## src/rtl/edge_debounce.sv

```systemverilog
// Debounces a synchronized level input, emits registered rise/fall pulses
// and keeps a saturating count of accepted rising changes with a sticky
// overflow flag.
module edge_debounce #(
  parameter int DEB_CYCLES = 4,
  parameter int CNT_WIDTH  = 8
) (
  input  logic                 CLK_0,
  input  logic                 RESETN_0,
  input  logic                 D_SYNC,
  input  logic                 CLR_CNT,
  output logic                 LEVEL,
  output logic                 RISE,
  output logic                 FALL,
  output logic [CNT_WIDTH-1:0] EDGE_CNT,
  output logic                 OVF
);

  localparam int RUN_W = $clog2(DEB_CYCLES + 1);
  localparam logic [RUN_W-1:0] RUN_TGT = RUN_W'(DEB_CYCLES);
  localparam logic [RUN_W-1:0] RUN_ONE = RUN_W'(1);

  typedef enum logic [1:0] {
    ST_LOW    = 2'd0,
    PEND_HIGH = 2'd1,
    ST_HIGH   = 2'd2,
    PEND_LOW  = 2'd3
  } state_t;

  state_t                 state_q, state_d;
  logic [RUN_W-1:0]       run_q, run_d, run_inc;
  logic                   level_q, level_d;
  logic                   rise_q, rise_d;
  logic                   fall_q, fall_d;
  logic [CNT_WIDTH-1:0]   cnt_q, cnt_d;
  logic                   ovf_q, ovf_d;

  // Count up but hold at all-ones instead of wrapping.
  function automatic logic [CNT_WIDTH-1:0] sat_inc(input logic [CNT_WIDTH-1:0] v);
    return (v == '1) ? v : v + CNT_WIDTH'(1);
  endfunction

  assign run_inc = run_q + RUN_ONE;

  // Next-state logic: debounce FSM, pulse generation and the edge counter.
  always_comb begin
    state_d = state_q;
    run_d   = run_q;
    rise_d  = 1'b0;
    fall_d  = 1'b0;
    cnt_d   = cnt_q;
    ovf_d   = ovf_q;

    case (state_q)
      ST_LOW: begin
        if (D_SYNC) begin
          state_d = PEND_HIGH;
          run_d   = RUN_ONE;
        end else begin
          run_d   = '0;
        end
      end
      PEND_HIGH: begin
        if (D_SYNC) begin
          if (run_inc == RUN_TGT) begin
            state_d = ST_HIGH;
            run_d   = '0;
            rise_d  = 1'b1;
          end else begin
            run_d   = run_inc;
          end
        end else begin
          // Abandoned candidate: no pulse, no count.
          state_d = ST_LOW;
          run_d   = '0;
        end
      end
      ST_HIGH: begin
        if (!D_SYNC) begin
          state_d = PEND_LOW;
          run_d   = RUN_ONE;
        end else begin
          run_d   = '0;
        end
      end
      PEND_LOW: begin
        if (!D_SYNC) begin
          if (run_inc == RUN_TGT) begin
            state_d = ST_LOW;
            run_d   = '0;
            fall_d  = 1'b1;
          end else begin
            run_d   = run_inc;
          end
        end else begin
          state_d = ST_HIGH;
          run_d   = '0;
        end
      end
      default: begin
        state_d = ST_LOW;
        run_d   = '0;
      end
    endcase

    level_d = (state_d == ST_HIGH) || (state_d == PEND_LOW);

    // Clear wins over a coincident rise; that rise is simply not counted.
    if (CLR_CNT) begin
      cnt_d = '0;
      ovf_d = 1'b0;
    end else if (rise_d) begin
      cnt_d = sat_inc(cnt_q);
      ovf_d = ovf_q | (cnt_q == '1);
    end
  end

  // State and all outputs are registered; reset forces everything idle.
  always_ff @(posedge CLK_0 or negedge RESETN_0) begin
    if (!RESETN_0) begin
      state_q <= ST_LOW;
      run_q   <= '0;
      level_q <= 1'b0;
      rise_q  <= 1'b0;
      fall_q  <= 1'b0;
      cnt_q   <= '0;
      ovf_q   <= 1'b0;
    end else begin
      state_q <= state_d;
      run_q   <= run_d;
      level_q <= level_d;
      rise_q  <= rise_d;
      fall_q  <= fall_d;
      cnt_q   <= cnt_d;
      ovf_q   <= ovf_d;
    end
  end

  assign LEVEL    = level_q;
  assign RISE     = rise_q;
  assign FALL     = fall_q;
  assign EDGE_CNT = cnt_q;
  assign OVF      = ovf_q;

endmodule
```

## config.mk

```make
export PLATFORM = sky130hd
export DESIGN_NAME = edge_debounce
export DESIGN_NICKNAME = d
export VERILOG_FILES = /design/src/rtl/edge_debounce.sv
export SDC_FILE = /design/constraint.sdc
export NUM_CORES = 1
export LEC_CHECK = 0
export ABC_AREA = 1
export CORE_MARGIN = 2
export CORE_UTILIZATION = 50
export DETAILED_ROUTE_END_ITERATION = 10
export PLACE_DENSITY = 0.76
export RECOVER_POWER = 100
export SYNTH_ARGS = -nofsm -noshare
export SYNTH_HDL_FRONTEND = slang
export SYNTH_SLANG_ARGS = --single-unit
```

## constraint.sdc

```tcl
create_clock -name CLK_0 -period 1.8 [get_ports CLK_0]
set_clock_uncertainty 0.1 [all_clocks]
set_input_delay 0.18 -clock CLK_0 [delete_from_list [all_inputs] [get_ports CLK_0]]
set_output_delay 0.18 -clock CLK_0 [all_outputs]
set_load 0.005 [all_outputs]
```

======== Yosys cells after proc, flatten, opt, wreduce, memory -nomap -nowiden ========
Cells that the tools add are included.
storage, ports and cells
  output and inout bits ................... 12
  bits in registers ....................... 17
  bits of input ports ..................... 4
  logic and storage cells ................. 45
cells by class
  equal/unequal tests ..................... 8
  bitwise logic cells ..................... 1
  add/subtract/negate cells ............... 2
  reductions and logical operators ........ 4
  muxes and demuxes ....................... 23
operators by type and width
  kind                                                              number
  8-bit two-way mux                                                 3
  2-bit two-way mux                                                 6
  3-bit case mux with 4 select lines                                1
  1-bit two-way mux                                                 9
  3-bit two-way mux                                                 3
  8-bit by 1-bit adder with 8-bit output (second input constant)    1
  2-bit == test (second input constant)                             4
  8-bit == test (second input constant)                             1
  2-bit case mux with 4 select lines                                1
  3-bit by 1-bit adder with 3-bit output (second input constant)    1
  3-bit == test (second input constant)                             1
  2-bit by 1-bit == test with 1-bit output (second input constant)  1
  2-bit zero test                                                   1
  2-bit inequality test (second input constant)                     1
  2-bit AND reduction                                               1
  2-bit nonzero test                                                1
  1-bit logical OR                                                  1
  1-bit OR                                                          1

======== Logic depth before layout (Yosys ltp) ========
  word-level depth ........................ 7
  depth in mapped cells ................... 9
  gate-level depth less buffers ........... 9

======== Worst setup path after synthesis ========
No wires, ideal clock.
  path type ............................... reg-to-reg
  start ................................... reg run_q[0]
  end ..................................... reg cnt_q[0], in the netlist EDGE_CNT[0]
  cell stages (with the launch flop) ...... 10
  clock period less this slack ............ 1.399 ns
  slack ................................... 0.401 ns
  required time ........................... 1.582 ns
  buffers on the path ..................... 0
  setup time .............................. 0.118 ns
  data arrival time ....................... 1.181 ns
  cells stage by stage .................... dfrtp_1 > ha_1 > nand2_1 > nand2_1 > nor2_2 > nand3_2 > nand2_2 > nand2_4 > nand2_1 > nand2_1
between the ends
  cells in the longest elaborated chain, start to end .. 7
ends and longest elaborated chain
  what                                    RTL line  source
  start: declaration                      31        logic [RUN_W-1:0] run_q, run_d, run_inc;
  start signal: assignment                130       run_q <= run_d;
  3-bit by 1-bit adder with 3-bit output  43        assign run_inc = run_q + RUN_ONE;
  3-bit == test                           65        if (run_inc == RUN_TGT) begin
  1-bit two-way mux                       65
  1-bit two-way mux                       64        if (D_SYNC) begin
  1-bit two-way mux                       54        case (state_q)
  2-bit nonzero test (no source line)     n/a
  2-bit AND reduction (no source line)    n/a
  end signal: assignment                  134       cnt_q <= cnt_d;
  end: declaration                        35        logic [CNT_WIDTH-1:0] cnt_q, cnt_d;
Every way passes these cells.
A chain may end at the register's enable or synchronous reset.

======== Final worst setup path ========
  start ................................... reg cnt_q[5], in the netlist EDGE_CNT[5]
  end ..................................... out EDGE_CNT[5]
RTL lines
  what              RTL line  source
  end: declaration  15        output logic [CNT_WIDTH-1:0] EDGE_CNT,
No word-level cell between the ends.

==> impl_table.tex <==
\begin{tabular}{lr}
\hline
Metric & Value \\
\hline
\multicolumn{2}{l}{\textbf{Clock tree}} \\
Number of clock sinks seen by CTS & 16 \\
Buffer depth of the longest clock path & 2 \\
CTS resizes & 0 \\
Clock insertion delay at the later pin of the skew report & 0.29 ns \\
Buffer type at the clock tree root & sky130\_fd\_sc\_hd\_\_clkbuf\_4 \\
TritonCTS clock tree & yes \\
Number of hold buffers added after cts & 0 \\
Clock-pin slew of the registers on the worst-case setup and hold paths & 0.10 ns \\
Number of levels in the clock H-tree & 1 \\
Buffers inserted by post-CTS timing repair & 0 \\
Total CTS buffers & 3 \\
\multicolumn{2}{l}{\textbf{Timing}} \\
Worst Slack Setup Final & 0.1402 ns \\
Minimum clock period & 1.660 ns \\
Timing-limited maximum frequency & 0.6025 GHz \\
Sum of negative setup slack & 0 ns \\
Unrepaired setup endpoints after global routing & no \\
Final max-slew violation count & 0 \\
Least-Margin Pin Slew & 0.8789 ns \\
Final setup fails & 0 \\
Final period utilization & 92.21\% \\
Headroom to the max-slew limit & 41.41\% \\
Final Hold Viols & 0 \\
\multicolumn{2}{l}{\textbf{Final layout}} \\
Most used cells in the layout excluding fill and tap cells & 40 x sky130\_fd\_sc\_hd\_\_nand2\_1, 16 x sky130\_fd\_sc\_hd\_\_dfrtp\_1, 13 x sky130\_fd\_sc\_hd\_\_inv\_1, 13 x sky130\_fd\_sc\_hd\_\_dlygate4sd3\_1, 11 x sky130\_fd\_sc\_hd\_\_nor2\_1 \\
Ratio of cells with drive above 1 in the final layout & 14.71\% \\
Multi-input combinational cell area & 422.9 um\^{}2 \\
Antenna fix cells & 0 \\
Number of fill cells in the layout & 144 \\
Area growth from synthesis to layout & 24.51\% \\
Number of nets in the final layout & 144 \\
Sequential cell area & 400.4 um\^{}2 \\
Most common library cell in the layout ignoring fill and taps & sky130\_fd\_sc\_hd\_\_nand2\_1 \\
\multicolumn{2}{l}{\textbf{Critical path}} \\
Classification of the worst setup path & flip-flop to primary output \\
Cell type of the slowest stage on the worst timing path & sky130\_fd\_sc\_hd\_\_dlygate4sd3\_1 \\
Number of buffers and inverters on the critical path & 1 \\
Nature of the critical path endpoint & primary output \\
Cell Chain, Critical Path & dlygate4sd3\_1 \\
Cell type group with the largest total delay on the critical path & buffers and inverters \\
Required time worst endpoint & 1.52 ns \\
Worst-path maximum fanout & 8 \\
Arrival time of the worst setup path & 1.38 ns \\
Sort of element at the start of the critical path & flip-flop \\
Maximum cell stage delay along the critical path & 0.61 ns \\
\multicolumn{2}{l}{\textbf{Routing}} \\
Average wire per cell in the routed design & 10.88 um \\
WL final & 1752 um \\
Total via count after detailed routing & 766 \\
First-pass iteration count of the detailed router & 4 \\
Average vias per placed instance & 4.758 \\
Drc violations & 0 \\
Post-route antenna net violation count & 0 \\
Iter 0 DRT Violations & 8 \\
\multicolumn{2}{l}{\textbf{Floorplanning}} \\
Die outline width & 46.27 um \\
Initial standard-cell utilization of the core & 52.31\% \\
Die Y & 46.27 um \\
Area of the die & 2141 um\^{}2 \\
Standard-cell row count & 15 \\
Core region area & 1708 um\^{}2 \\
I/O Pins & 16 \\
\multicolumn{2}{l}{\textbf{Global route}} \\
Total congestion overflow & 0 \\
Antenna violations before repair & 0 \\
Tot GR Track Use & 20.44\% \\
Vias in the first global route & 708 \\
Largest net degree at the start of global routing & 17 \\
Wire length of the first global-routing pass & 3036 um \\
\multicolumn{2}{l}{\textbf{Placed design}} \\
Setup slack at placement & 0.2518 ns \\
Routability congestion estimate from global placement & 0.8345 \\
Port buffer count & 15 \\
Half-perimeter wire length of the detailed placement result & 1387 um \\
\multicolumn{2}{l}{\textbf{Min path}} \\
Classification of the worst-slack hold path & flip-flop to flip-flop \\
\multicolumn{2}{l}{\textbf{Run status}} \\
Outcome & complete, no violations \\
\multicolumn{2}{l}{\textbf{Yosys}} \\
Syn avg cell area & 7.701 um\^{}2 \\
Combined area of all synthesized cells & 893.4 um\^{}2 \\
Register area share after synthesis & 44.82\% \\
Syn\_nets & 123 \\
Warning count from the yosys run & 0 \\
Flip-flop and latch count after synthesis & 16 \\
Gate Count Post-Synth & 116 \\
Netlist cell types & 22 \\
\multicolumn{2}{l}{\textbf{Run}} \\
Number of max-capacitance violations reported & 0 \\
\multicolumn{2}{l}{\textbf{Power and ir drop}} \\
Leak pwr & 0.6062 nW \\
Design Power & 0.6808 mW \\
Worst vdd ir & 0.5539 mV \\
Power per cell area & 612.0 nW/um\^{}2 \\
\hline
\end{tabular}
==> final cells by class <==
class / instances / share of cell area, %
timing repair buffer: 17 / 14.51
multi-input combinational: 83 / 38.02
inverter: 16 / 5.399
sequential: 16 / 36.00
clock buffer: 4 / 3.262
tap: 25 / 2.812
==> metrics by stage <==
| stage | cell area [um^2] | cells | hold slack, ns | utilization, % |
|---|---|---|---|---|
| 3_3_place_gp | 1085 | 157 | 0.3449 | 63.52 |
| 6_report | 1112 | 161 | 0.3741 | 65.13 |
| 2_1_floorplan | 893.4 | 116 | -0.2156 | - |
| 3_5_place_dp | 1085 | 157 | 0.3542 | 63.52 |
| 5_1_grt | 1112 | 161 | 0.3972 | 65.13 |
| 4_1_cts | 1121 | 161 | 0.1034 | 65.64 |
==> per-layer routing <==
layer / wire length, um / GRT usage [%] / part of all wire, % / vias up
li1: - / - / - / 394
met2: 836 / 32.22 / 48 / 10
met3: 48 / 5.098 / 2.7 / 2
met5: 0 / 0 / 0 / -
met4: 16 / 6.857 / 0.91 / 0
met1: 851 / 27.21 / 49 / 360
==> report_power, final <==
part | switching (mW) | total (mW) | internal, mW
logic | 0.0343 | 0.0585 | 0.0242
registers | 0.0101 | 0.382 | 0.372
clock network | 0.117 | 0.240 | 0.123
total | 0.162 | 0.681 | 0.519
==> cells by family after synthesis <==
kind of cell	count (synthesis)	share of synthesized area [%]
flops	16	44.82
fa+ha+maj	3	4.202
buf+inv	17	7.282
compound gates	5	3.780
simple gates	74	38.94
xor+xnor	1	0.9806
==> Yosys cell counts <==
library cell	count	share of area, %
sky130_fd_sc_hd__nand2_1	40	17
sky130_fd_sc_hd__dfrtp_1	16	45
sky130_fd_sc_hd__inv_1	12	5.0
sky130_fd_sc_hd__nor2_1	11	4.6
sky130_fd_sc_hd__nand3_1	6	3.4
sky130_fd_sc_hd__nand2_2	5	3.5
sky130_fd_sc_hd__inv_2	4	1.7
sky130_fd_sc_hd__ha_1	3	4.2
sky130_fd_sc_hd__nor2_2	3	2.1
sky130_fd_sc_hd__nand2_4	2	2.5
sky130_fd_sc_hd__nand4_1	2	1.4
sky130_fd_sc_hd__o21bai_1	2	1.7
sky130_fd_sc_hd__a21oi_1	1	0.56
sky130_fd_sc_hd__a21oi_2	1	0.98
sky130_fd_sc_hd__and3_1	1	0.70
sky130_fd_sc_hd__and3b_1	1	0.98
sky130_fd_sc_hd__buf_2	1	0.56
sky130_fd_sc_hd__nand3_2	1	1.1
sky130_fd_sc_hd__nor2_4	1	1.3
sky130_fd_sc_hd__nor3_1	1	0.56
sky130_fd_sc_hd__o21ai_1	1	0.56
sky130_fd_sc_hd__xor2_1	1	0.98
==> path summary, 6_finish.rpt <==
kind	from	end	slack, ns	depth (start not counted)
hold / removal	state_q[0]	run_q[0]	0.37	1
setup reg to reg	run_q[0]	EDGE_CNT[7]	0.24	8
max in group asynchronous	RESETN_0	run_q[2]	0.65	2
hold reg to reg	state_q[0]	run_q[0]	0.37	1
setup / recovery	EDGE_CNT[5]	EDGE_CNT[5]	0.14	1
min in group asynchronous	RESETN_0	EDGE_CNT[1]	0.41	2
==> registers in the layout (all words and copies together), names as in the netlist <==
register	count
RISE	1
LEVEL	1
EDGE_CNT	8
run_q	3
FALL	1
OVF	1
state_q	1
Note: power is estimated with default switching activity, not from simulation.
==> RTL edit 1 (same settings) <==
The 4 states of `state_t` get a one-hot encoding in 4 bits.
--- a/src/rtl/edge_debounce.sv
+++ b/src/rtl/edge_debounce.sv
@@ -20,11 +20,11 @@
   localparam logic [RUN_W-1:0] RUN_TGT = RUN_W'(DEB_CYCLES);
   localparam logic [RUN_W-1:0] RUN_ONE = RUN_W'(1);
 
-  typedef enum logic [1:0] {
-    ST_LOW    = 2'd0,
-    PEND_HIGH = 2'd1,
-    ST_HIGH   = 2'd2,
-    PEND_LOW  = 2'd3
+  typedef enum logic [3:0] {
+    ST_LOW    = 4'b0001,
+    PEND_HIGH = 4'b0010,
+    ST_HIGH   = 4'b0100,
+    PEND_LOW  = 4'b1000
   } state_t;
 
   state_t                 state_q, state_d;
Check against the original RTL: no difference found for any inputs over 10 cycles, from zero or initial values and one cycle with RESETN_0 low; not proved beyond that.
==> RTL edit 1 against the unedited design <==
Worst setup slack improved by 0.039 ns. Synthesized cell count rose by 18%. Synthesized area rose by 19%. Cell area rose by 16%. Critical path type unchanged. Critical path depth did not move. Sequential cell count rose by 3. Routed wire length rose by 21%. Count of clock-buffer cells in the layout did not move.
Power is not compared: it rests on default switching activity, and its combinational part moved more than twofold at a synthesized area within 25%.
==> RTL edit 1: results (changes against the unedited design) <==
Parameter                              Value

Global route
  Total global routing track utilization    0.1982 (-0.006170)
  Number of global-route vias before repair    926 (+31%)
  Number of antenna violations at the first check in global routing    0 (unchanged)
  Wire length of the first global-routing pass    3.836 mm (+26%)
  Pin count of the biggest net entering global routing    13 (-4)

Placed design
  Placer congestion estimate    0.8775 (+5.2%)
  Setup Slack @ Placement    0.2159 ns (-0.03588 ns)
  Placed wire-length estimate after detailed placement    1.680 mm (+21%)
  Buffers on Ports    15 (unchanged)

Clock network
  Maximum count of clock buffers along a single path    2 (unchanged)
  Clock-pin slew reported for the worst setup and hold paths after clock tree synthesis    0.10 ns (about the same)
  Number of buffers added by the clock tree synthesis step    3 (unchanged)
  H-Tree Depth    1 (unchanged)
  Clock latency at the later pin of the worst-skew pair    0.29 ns (about the same)
  Clk root buf    clkbuf_4
  Setup bufs post-CTS    0 (unchanged)
  # resized after CTS    0 (unchanged)

Critical path
  Peak per-stage delay on the critical path    0.60 ns
  Master of the slowest instance on the critical path    dlygate4sd3_1
  Highest net fanout along the worst path    6 (-2)
  Timing endpoint of the critical path    EDGE_CNT[6]
  Worst flop-to-flop path startpoint    run_q[0]$_DFF_PN0_
  Endpoint of the lowest-slack register-to-register path    EDGE_CNT[5]$_DFFE_PN0P_
  Top delay family on crit path    buffers and inverters
  Worst Path Arrival    1.34 ns (-0.04 ns)
  Worst Setup SP    EDGE_CNT[6]$_DFFE_PN0P_
  Worst reg2reg setup slack    0.21 ns (-0.03 ns)
  Depth of the most critical reg-to-reg path    8 (unchanged)

Detailed routing
  Post-detailed-route DRC marker count    0 (unchanged)
  Pre-antenna DRT Iters    4 (unchanged)
  Routed length per instance    11.54 µm (+6.0%)
  Routed vias/inst    4.962 (+4.3%)
  Remaining antenna violation count after routing    0 (unchanged)
  Violation count after the first detailed-routing iteration    16 (+8)

Synthesis
  Synth top area cells    dfrtp_1, nand2_1, nand3_1
  Synth unique cells    24 (+9.1%)
  Per-instance average area after synthesis    7.790 µm² (+1.2%)
  Synthesis warning total    0 (unchanged)
  Net count after synthesis    144 (+17%)
  Post-synthesis sequential area ratio    0.4467 (-0.001520)
  Most frequent cells after synthesis    nand2_1, dfrtp_1, inv_1, nor2_1, nand3_1
  Share of flip-flops with an asynchronous set or reset after synthesis    1.000 (unchanged)

STA
  Hold Slack    0.1632 ns (-0.2109 ns)
  Share of the clock period used by the worst path    0.9003 (-0.02185)
  Final-report hold violation count    0 (unchanged)
  Max transition margin    0.6359 (+0.2218)

Power and ir drop
  Switching part of the total    0.2878
  Leakage power    0.0007134 µW
  Worst voltage drop across the vdd grid    0.0004777 V

Final layout
  Share of layout cells above drive strength 1    0.09554 (-0.05152)
  Non-filler instance count after layout    184 (+14%)
  Number of flip-flops under the largest register name    8 (unchanged)
  Number of inserted diodes    0 (unchanged)
  Layout Nets    165 (+15%)

Worst hold path
  Hold WC Path Type    input pin to asynchronous set/reset pin

Run status
  Outcome    complete, no violations
## RTL edit 1: cell types whose count changed in the layout (fill, tap and decap cells not counted), sizes merged, moves of 2 or more
| cell | change |
|---|---|
| o21bai | -2 |
| dfrtp | +2 |
| nand3 | +11 |
| nor2 | +6 |
| inv | +2 |
| nand3b | +2 |
| nand2 | -4 |
| nand4 | +2 |
## RTL edit 1: layer usage
metal / share of wire / wire, µm / global-route usage / up-vias
li1: - / - / - / 476
met1: 0.43 / 918 / 0.2335 / 420
met2: 0.53 / 1125 / 0.3575 / 15
met3: 0.031 / 65 / 0.04167 / 2
met4: 0.0066 / 14 / 0.06019 / 0
met5: 0 / 0 / 0 / -
## RTL edit 1: per-stage QoR
step                      instance area, µm²  power [µW]
after global placement                  1262       641.6
after CTS                               1289       857.5
after floorplan                         1067       601.3
after global routing                    1285       899.5
final                                   1285       843.6
after detailed placement                1262       647.9
## RTL edit 1: cells by family (layout without fill, tap and decap cells)
kind of cell             Yosys count  after routing  share of synthesized area
adder cells (fa/ha/maj)            3              3                    0.03517
AO/OA/AOI/OAI                      4              4                    0.02110
AND/OR/NAND/NOR                   90             90                     0.4138
XOR/XNOR                           2              2                    0.01642
buffers and inverters             19             39                    0.06682
flip-flops                        19             19                     0.4467
## RTL edit 1: layout make-up
cell class | count | area [µm²]
well taps | 27 | 33.78
repair buffers | 17 | 161.4
fillers | 172 | 696.9
flip-flops and latches | 19 | 476.7
clock buffers | 4 | 26.28
inverters | 18 | 67.56
multi-input cells | 99 | 519.2
## RTL edit 1: power groups by stage
stage               clock network (µW)  registers (µW)  logic (µW)
floorplan                            0             497         105
global placement                     0             503         139
detailed placement                   0             504         143
CTS                                217             496         144
global route                       240             496         164
finish                             210             493         141
==> RTL edit 2 (same flow settings) <==
Made on the original files. `CNT_WIDTH`: 8 -> 12.
--- a/src/rtl/edge_debounce.sv
+++ b/src/rtl/edge_debounce.sv
@@ -3,7 +3,7 @@
 // overflow flag.
 module edge_debounce #(
   parameter int DEB_CYCLES = 4,
-  parameter int CNT_WIDTH  = 8
+  parameter int CNT_WIDTH  = 12
 ) (
   input  logic                 CLK_0,
   input  logic                 RESETN_0,
Ports: changed (resized EDGE_CNT); port bits go from 16 to 20. The function was not compared with the original's and may differ.
==> RTL edit 2 against the unedited design <==
Power rose by 33%. Worst setup slack gained 0.0045 ns. Routed wire length grew 31%. Cell area grew 25%. Maximum frequency increased by 0.27%. Sequential cell count rose by 4. Synthesized area up 24%. Via count up 30%. Critical path type unchanged.
==> RTL edit 2: results (changes against the unedited design) <==
Parameter                              Value

Detailed routing
  WL met1    1.058 mm (+24%)
  Number of vias in the routed layout    993 (+30%)
  Routed wl met2    1.116 mm (+33%)
  Routed vias/inst    5.015 (+5.4%)
  Routed length per instance    11.60 µm (+6.6%)
  Violation count after the first detailed-routing iteration    17 (+9)

Power and ir drop
  Leakage power    0.0007041 µW (+16%)
  Worst voltage drop across the vdd grid    0.0003617 V (-35%)
  Comb power frac    0.074 (-0.012)
  Total power divided by cell area    650.4 mW/mm² (+6.3%)

Critical path
  Timing endpoint of the critical path    EDGE_CNT[4]
  Depth of the most critical reg-to-reg path    9 (+1)
  Highest net fanout along the worst path    6 (-2)
  Worst reg2reg setup slack    0.16 ns (-0.08 ns)
  Worst Setup SP    EDGE_CNT[4]$_DFFE_PN0P_
  Endpoint of the lowest-slack register-to-register path    EDGE_CNT[10]$_DFFE_PN0P_

Synthesis
  Synth unique cells    20 (-9.1%)
  Synth top area cells    dfrtp_1, nand2_1, nand3_1
  Post-synthesis sequential area ratio    0.4515 (+0.003288)

Run status
  Outcome    complete, no violations

Global route
  Met2 GRT Util    0.3593 (+0.03709)
  Fraction of met3 tracks used by global routing    0.03801 (-0.01297)
  Total global routing track utilization    0.2064 (+0.002019)
  Number of global-route vias before repair    963 (+36%)
  Global routing usage on met1    0.2567 (-0.01540)
  Wire length of the first global-routing pass    4.022 mm (+32%)

Placed design
  Area post-placement    0.001334 mm² (+23%)
  Count of placed standard cells including taps    194 (+24%)
  Placed wire-length estimate after detailed placement    1.697 mm (+22%)
  Placer congestion estimate    0.8428 (+0.99%)
  Buffers on Ports    19 (+4)

Worst hold path
  WHS Path Cells    2 (+1)
  Hold WC Path Type    input pin to flip-flop
  Hold path start    D_SYNC

STA
  Minimum period implied by the final worst setup slack    1.655 ns (-0.004470 ns)
  Hold Slack    0.3686 ns (-0.005501 ns)

Final layout
  Layout Nets    178 (+24%)
[RTL edit 2: changes by cell type after synthesis, sizes merged, moves of 2 or more]
| cell | unedited run | this run |
|---|---|---|
| xor2 | 1 | 3 |
| dfrtp | 16 | 20 |
| nor2 | 15 | 23 |
| nand3 | 7 | 18 |
| o21bai | 2 | 0 |
| o21ai | 1 | 7 |
| nand3b | 0 | 2 |
[RTL edit 2: kinds of logic (layout without fill, tap and decap cells)]
logic type / Yosys count / count (layout) / synth area share
buffers and inverters: 17 / 40 / 0.06433
adders and majority gates: 3 / 3 / 0.03386
AOI/OAI and AO/OA: 9 / 9 / 0.04402
and+or+nand+nor: 94 / 94 / 0.3747
DFF: 20 / 20 / 0.4515
xor gates and xnor gates: 4 / 4 / 0.03161
[RTL edit 2: area by class of cell]
type / instances / area, µm²
clock buffer: 3 / 22.52
clock inverter: 1 / 30.03
fill: 213 / 757.0
inverter: 15 / 56.30
multi-input combinational: 110 / 545.5
sequential: 20 / 500.5
tap: 28 / 35.03
timing repair buffer: 21 / 201.4
